===== config.mk =====
export PLATFORM = sky130hd
export DESIGN_NAME = pipelined_ripple_adder
export DESIGN_NICKNAME = d
export VERILOG_FILES = /design/src/rtl/pipe_add_pkg.sv /design/src/rtl/add_chunk.sv /design/src/rtl/pipelined_ripple_adder.sv
export SDC_FILE = /design/constraint.sdc
export NUM_CORES = 1
export LEC_CHECK = 0
export CAP_MARGIN = 10
export CORE_AREA = 2 2 114 226
export DETAILED_ROUTE_END_ITERATION = 10
export DIE_AREA = 0 0 116 228
export PLACE_DENSITY = 0.56
export SLEW_MARGIN = 40
export SYNTH_ARGS = -nofsm -noshare
export SYNTH_HDL_FRONTEND = slang
export SYNTH_SLANG_ARGS = --single-unit

===== constraint.sdc =====
create_clock -name clk -period 3.6 [get_ports clk]
set_input_delay 0.54 -clock clk [delete_from_list [all_inputs] [get_ports clk]]
set_output_delay 0.54 -clock clk [all_outputs]
set_load 0.05 [all_outputs]

===== src/rtl/pipe_add_pkg.sv =====
// Shared types and helpers for the pipelined ripple adder.
// The top enables its signed-overflow output when PIPE_ADD_OVF_EN is defined.
package pipe_add_pkg;

    typedef enum logic {
        MODE_ADD = 1'b0,
        MODE_SUB = 1'b1
    } mode_e;

    // One valid flag per pipeline stage.
    typedef logic stage_vld_t;

    function automatic int chunk_w(input int width, input int stages);
        return width / stages;
    endfunction

endpackage


===== src/rtl/add_chunk.sv =====
// Combinational C-bit ripple-carry adder used as the per-stage slice of the pipelined adder.
module add_chunk #(
    parameter int C = 8
) (
    input  logic [C-1:0] a,
    input  logic [C-1:0] b,
    input  logic         ci,
    output logic [C-1:0] s,
    output logic         co
);

    logic [C:0] carry_s;

    assign carry_s[0] = ci;

    for (genvar i = 0; i < C; i++) begin : g_bit
        assign s[i]           = a[i] ^ b[i] ^ carry_s[i];
        assign carry_s[i + 1] = (a[i] & b[i]) | (carry_s[i] & (a[i] ^ b[i]));
    end

    assign co = carry_s[C];

endmodule


===== src/rtl/pipelined_ripple_adder.sv =====
// WIDTH-bit add/subtract split into STAGES ripple chunks with a registered carry between chunks.
// Define PIPE_ADD_OVF_EN to add the pipelined signed-overflow output ovf.
module pipelined_ripple_adder
    import pipe_add_pkg::*;
#(
    parameter int WIDTH  = 32,
    parameter int STAGES = 4
) (
    input  logic             clk,
    input  logic             rst_n,
    input  logic             in_valid,
    output logic             in_ready,
    input  logic [WIDTH-1:0] a,
    input  logic [WIDTH-1:0] b,
    input  logic             cin,
    input  logic             sub,
    output logic             out_valid,
    input  logic             out_ready,
    output logic [WIDTH-1:0] sum,
    output logic             cout
`ifdef PIPE_ADD_OVF_EN
    ,
    output logic             ovf
`endif
);

    localparam int C = chunk_w(WIDTH, STAGES);

    if ((WIDTH % STAGES) != 0) begin : g_width_check
        $error("pipelined_ripple_adder: WIDTH must be a multiple of STAGES");
    end

    // Every stage carries the full operands and partial sum; untouched bits are pruned by synthesis.
    logic [WIDTH-1:0]          a_q [STAGES];
    logic [WIDTH-1:0]          b_q [STAGES];
    logic [WIDTH-1:0]          s_q [STAGES];
    logic [STAGES-1:0]         c_q;
    stage_vld_t [STAGES-1:0]   v_q;

    logic [WIDTH-1:0]          st_a_s [STAGES];
    logic [WIDTH-1:0]          st_b_s [STAGES];
    logic [WIDTH-1:0]          st_s_s [STAGES];
    logic [WIDTH-1:0]          s_d    [STAGES];
    logic [STAGES-1:0]         st_c_s;
    logic [STAGES-1:0]         st_v_s;
    logic [STAGES-1:0]         co_s;
    logic [STAGES-1:0]         adv_s;
    logic [STAGES-1:0]         ld_s;
    logic [C-1:0]              chunk_s [STAGES];

    // Stage inputs: stage 0 sees the ports (b inverted in subtract mode), later stages their predecessor.
    always_comb begin
        st_a_s = '{default: {WIDTH{1'b0}}};
        st_b_s = '{default: {WIDTH{1'b0}}};
        st_s_s = '{default: {WIDTH{1'b0}}};
        st_c_s = {STAGES{1'b0}};
        st_v_s = {STAGES{1'b0}};
        st_a_s[0] = a;
        st_b_s[0] = (sub == MODE_SUB) ? ~b : b;
        st_c_s[0] = (sub == MODE_SUB) ? 1'b1 : cin;
        st_v_s[0] = in_valid;
        for (int k = 1; k < STAGES; k++) begin
            st_a_s[k] = a_q[k-1];
            st_b_s[k] = b_q[k-1];
            st_s_s[k] = s_q[k-1];
            st_c_s[k] = c_q[k-1];
            st_v_s[k] = v_q[k-1];
        end
    end

    for (genvar k = 0; k < STAGES; k++) begin : g_stage
        add_chunk #(.C(C)) u_chunk (
            .a  (st_a_s[k][k*C +: C]),
            .b  (st_b_s[k][k*C +: C]),
            .ci (st_c_s[k]),
            .s  (chunk_s[k]),
            .co (co_s[k])
        );
    end

    // A stage advances unless it and every stage after it are full while the output is blocked.
    always_comb begin
        logic all_v;
        all_v = 1'b1;
        adv_s = {STAGES{1'b0}};
        ld_s  = {STAGES{1'b0}};
        s_d   = '{default: {WIDTH{1'b0}}};
        for (int k = STAGES - 1; k >= 0; k--) begin
            all_v    = all_v & v_q[k];
            adv_s[k] = out_ready | ~all_v;
        end
        for (int k = 0; k < STAGES; k++) begin
            ld_s[k]          = adv_s[k] & st_v_s[k];
            s_d[k]           = st_s_s[k];
            s_d[k][k*C +: C] = chunk_s[k];
        end
    end

    // Stage registers: valids move on advance, data only loads with a real beat so bubbles stay quiet.
    always_ff @(posedge clk or negedge rst_n) begin
        if (!rst_n) begin
            v_q <= {STAGES{1'b0}};
            c_q <= {STAGES{1'b0}};
            for (int k = 0; k < STAGES; k++) begin
                a_q[k] <= {WIDTH{1'b0}};
                b_q[k] <= {WIDTH{1'b0}};
                s_q[k] <= {WIDTH{1'b0}};
            end
        end else begin
            for (int k = 0; k < STAGES; k++) begin
                if (adv_s[k]) begin
                    v_q[k] <= st_v_s[k];
                end
                if (ld_s[k]) begin
                    a_q[k] <= st_a_s[k];
                    b_q[k] <= st_b_s[k];
                    s_q[k] <= s_d[k];
                    c_q[k] <= co_s[k];
                end
            end
        end
    end

`ifdef PIPE_ADD_OVF_EN
    logic ovf_q;
    logic ovf_d;

    // Overflow: both addends share a sign that differs from the result; b is already inverted for sub.
    always_comb begin
        ovf_d = (st_a_s[STAGES-1][WIDTH-1] ^ s_d[STAGES-1][WIDTH-1]) &
                (st_b_s[STAGES-1][WIDTH-1] ^ s_d[STAGES-1][WIDTH-1]);
    end

    // Overflow flag registered alongside the final stage of its beat.
    always_ff @(posedge clk or negedge rst_n) begin
        if (!rst_n) begin
            ovf_q <= 1'b0;
        end else if (ld_s[STAGES-1]) begin
            ovf_q <= ovf_d;
        end
    end

    assign ovf = ovf_q;
`endif

    assign in_ready  = adv_s[0];
    assign out_valid = v_q[STAGES-1];
    assign sum       = s_q[STAGES-1];
    assign cout      = c_q[STAGES-1];

endmodule


* Word-level counts from Yosys, hierarchy flattened
Cells that the tools add are included.
** Operators by class
- Multiplexer cells :: 2
- Bitwise gates (word level) :: 176
** Operators by type and width (number)
- bitwise AND 1 bit :: 71
- XOR 1 bit :: 64
- bitwise OR 1 bit :: 36
- two-way mux 32 bit :: 1
- inverter 32 bit :: 1
- inverter 1 bit :: 4
- two-way mux 1 bit :: 1
** Storage, ports and cells
- Register bits after elaboration :: 280
- Bits of input ports :: 70
- Word-level logic and storage cells :: 196

* Longest topological paths before layout
Gate-level depths: netlist (run 1).
- Word-level depth :: 19
- Gate-level depth with buffers :: 14
- Mapped depth without buffers :: 12

* Cells and area by module
Synthesis (run 1) repeated with hierarchy kept, for this count alone.
** Second synthesis, totals
- Cell total of the unflattened synthesis :: 504
- Area, all modules :: 8044.0 um^2
** By module, submodules not included
- pipelined_ripple_adder :: instances 1, cells an instance 432, area each 7253.2 um^2, seq. area each 4604.4 um^2
- add_chunk :: instances 4, cells an instance 18, area each 197.7 um^2, seq. area each 0.0 um^2

* Worst setup path after synthesis (run 1)
OpenSTA, ideal clock, no wires.
- Kind :: input-to-reg
- Start point :: input port sub
- End point :: register s_q (netlist bit s_d[71])
- Library setup time :: 0.125 ns
- Arrival time :: 4.410 ns
- Required time :: 3.475 ns
- Setup slack :: -0.935 ns
- Stages :: 14
- Path buffers :: 2
- Cells stage by stage :: clkbuf_1 buf_2 xor2_1 fa_1 fa_1 inv_1 fa_1 fa_1 fa_1 fa_1 fa_1 inv_1 fa_1 mux2_4
** RTL lines
- from (decl) :: line pipelined_ripple_adder.sv:16 : input logic sub,
- to (signal, indexed assignment) :: line pipelined_ripple_adder.sv:107 : s_q[k] <= {WIDTH{1'b0}};
- to (signal, indexed assignment) :: line pipelined_ripple_adder.sv:117 : s_q[k] <= s_d[k];
- to (decl) :: line pipelined_ripple_adder.sv:36 : logic [WIDTH-1:0] s_q [STAGES];

==> results of run 1 <==
==> power by group through the flow <==
| stage | Clock (mW) | Sequential, mW | Combinational, mW |
|---|---|---|---|
| final | 1.86 | 3.28 | 2.76 |
| after floorplan | 0 | 3.87 | 1.30 |
| after detailed placement | 0 | 3.33 | 2.77 |
| after global routing | 2.02 | 3.39 | 3.03 |
| after global placement | 0 | 3.30 | 2.71 |
| after CTS | 1.93 | 3.30 | 2.80 |
==> registers in the layout (all words and copies together), names as in the netlist <==
signal / count
c_q: 4
a_q: 48
b_q: 48
sum: 32
s_d: 48
v_q: 4
==> logic make-up after synthesis <==
| kind of cell | share of synthesized area [%] |
|---|---|
| adders and majority gates | 8.01 |
| and+or+nand+nor | 0.955 |
| muxes | 25.8 |
| AOI/OAI and AO/OA | 0.517 |
| xor gates and xnor gates | 3.51 |
| DFF | 57.6 |
| buffers and inverters | 3.58 |
==> what timing repair did <==
action	in CTS	in global routing
resized for setup	28	12
endpoints found under the setup margin	4	4
pin swaps	13	10
cloned	0	0
==> cell usage after synthesis, types with 4 or more instances <==
cell type  count  share of area, %
inv_1         40               1.9
nand2b_1       4              0.31
buf_2         16               1.0
nand2_1        5              0.23
mux2_2       141                20
mux2i_1       13               1.6
xnor2_1        7              0.77
fa_1          32               8.0
xor2_1        25               2.7
buf_6          4              0.56
o21ai_0        6              0.38
mux2_4        23               4.3
dfrtp_1      184                58
==> cell usage in the layout (no fill, tap or decap), types with 3 or more instances in the layout <==
cell             instances
buf_12                   3
buf_4                    8
clkbuf_16               17
clkbuf_8                 3
clkdlybuf4s50_1         98
clkinvlp_4               5
dfrtp_1                184
fa_1                     7
fa_2                    25
inv_1                   33
inv_2                    7
mux2_2                 141
mux2_4                  23
mux2i_1                 13
nand2_2                  3
nand2b_1                 4
o21ai_0                  5
xnor2_1                  7
xor2_1                  24
==> cell type report <==
| type | instances | share of cell area [%] |
|---|---|---|
| multi-input cells | 261 | 31.6 |
| repair buffers | 114 | 11.4 |
| clock buffers | 22 | 4.68 |
| clock inverters | 10 | 1.19 |
| well taps | 336 | 4.15 |
| inverters | 40 | 1.48 |
| flip-flops and latches | 184 | 45.5 |
==> metrics by stage <==
step | hold slack [ns] | instance area, um2 | power, mW
2_1_floorplan | 0.244 | 8040 | 5.17
3_3_place_gp | 0.482 | 9470 | 6.02
3_5_place_dp | 0.490 | 9470 | 6.10
4_1_cts | 0.103 | 10100 | 8.03
5_1_grt | 0.123 | 10100 | 8.44
6_report | 0.100 | 10100 | 7.91
==> path summary, 6_finish.rpt <==
check	from	slack, ns	cells past startpoint	to
setup / recovery	sub	0.04	13	s_d[71]
hold / removal	rst_n	0.10	1	sum[4]
setup reg to reg	a_q[104]	0.12	12	s_d[47]
hold reg to reg	b_q[91]	0.50	1	b_q[59]
max in group asynchronous	rst_n	2.58	2	sum[17]
min in group clk	b_q[91]	0.50	1	b_q[59]
==> per-layer routing <==
layer,up-vias,share of wire [%],track usage (%)
met5,-,0,0
met4,0,1.5,3.57
met3,13,5.3,4.52
met2,93,50,19.2
met1,2147,44,15.2
li1,1918,-,-
==> metrics, run 1 <==
status=complete, no violations; Worst path max stage delay=slightly below 0.4 ns; DRC Markers=0; CTS sink count=around 180; total die area=~26000 um2; drt pass-1 iters=4; top_reg_cell synth=dfrtp_1; row count=82; Leak Pwr=approximately 4.3 nW; Hold Fails Final Rpt=0; Post-Place Cells=roughly 940; Setup Fix Bufs, Post-CTS=0; unrepaired setup endpoints after global routing=yes; HP Class=in2async; Arrival @ worst endpoint=3.88 ns; Die H=roughly 230 um; nets=720; most used cell, CP=fa_2; GR Util All Layers=between 10% and 20%; max_cap viols=0; WL/cell=approximately 15 um; switch share=about a third; Async SR Flop Fraction=between 90% and 100%; Die Width=approximately 120 um; post-route clock period utilization=between 90% and 100%; Ys Warns=0; count of cell types in the netlist=20; buffers plus inverters on the worst setup path=3; Via density=roughly 4.3; clock network power share=23.5%; Int Pwr=around 5.3 mW; worst-path cell chain=buf_8 -> xor2_4 -> fa_2 -> fa_2 -> inv_2 -> fa_2 -> fa_2 -> fa_2 -> fa_2 -> fa_2 -> inv_2 -> fa_1 -> mux2_4; final WL=14.4 mm; flops & latches, synth=around 180; Peak VDD IR=approximately 460 uV; setup TNS=0 ns; TritonCTS clock tree=done; Final ANT Viol Nets=0; slowest stage cell, crit path=fa_2; CP Class=in2reg; maximum buffer depth of the clock tree=2; footprint of the multi-input gates=approximately 3200 um2; ratio of cells with drive above 1 in the final layout=roughly 39%; initial antenna violation count=0; minimum clock period=between 3 and 4 ns; clk slew on worst S/H paths=approximately 0.07 ns; Worst Path Required=3.92 ns; Least-Margin Pin Slew=~0.60 ns; gpl congestion=0.669; area delta synth->final=26.7%; detailed-route via count=4171; largest net degree at the start of global routing=63; core area=roughly 25000 um2; Post-Syn Area=7990 um2; fin cells=967; cell chosen for the clock root=clkbuf_16; synthesized area per cell=between 15 and 20 um2; FILL cells=about 2400; # hold bufs at CTS=0; vias in the first global route=around 4600; Post-synth EDFFs=0; Starting Density=roughly a third; Setup crit start kind=input pin; number of buffers created by CTS=17; Logic pwr share=about a third; I/O pin count=between 100 and 150; sequential area share after synthesis=between 50 and 60%; slew margin rel.=60.0%; DP Worst Slack=-0.889 ns; crit end category=register; Register Area=4600 um2; IO Port Bufs=104; H-Tree Depth=4; Syn Inst Count=between 500 and 600; post-DP HPWL=between 9 and 10 mm; max-slew violation count=0; Final Core Density=40.8%; DR iter-0 viols=~170; Antenna Cells=0; clk_lat worst skew=between 0.4 and 0.5 ns; endpoints failing setup=0; CP delay by family, top=adder cells; GRT Residual Overflow=0; Critical Path Fanout Max=4; switching power=around 2.6 mW; final setup skew=between 0.006 and 0.007 ns; Syn Nets=slightly above 600; Final WS setup=0.0443 ns; f_max=~280 MHz; sequential power share=a little over 40%; first-pass GRT wire length=24.0 mm; PwrDens=about 780 nW/um2
(Power assumes the default switching activity.)
==> run 2, diff against run 1 <==
--- a/config.mk
+++ b/config.mk
@@ -9,6 +9,7 @@
 export CORE_AREA = 2 2 114 226
 export DETAILED_ROUTE_END_ITERATION = 10
 export DIE_AREA = 0 0 116 228
+export GPL_ROUTABILITY_DRIVEN = 0
 export PLACE_DENSITY = 0.56
 export SLEW_MARGIN = 40
 export SYNTH_ARGS = -nofsm -noshare
==> results of run 2 <==
No change in the layout: final DEF, timing and power equal those of run 1.
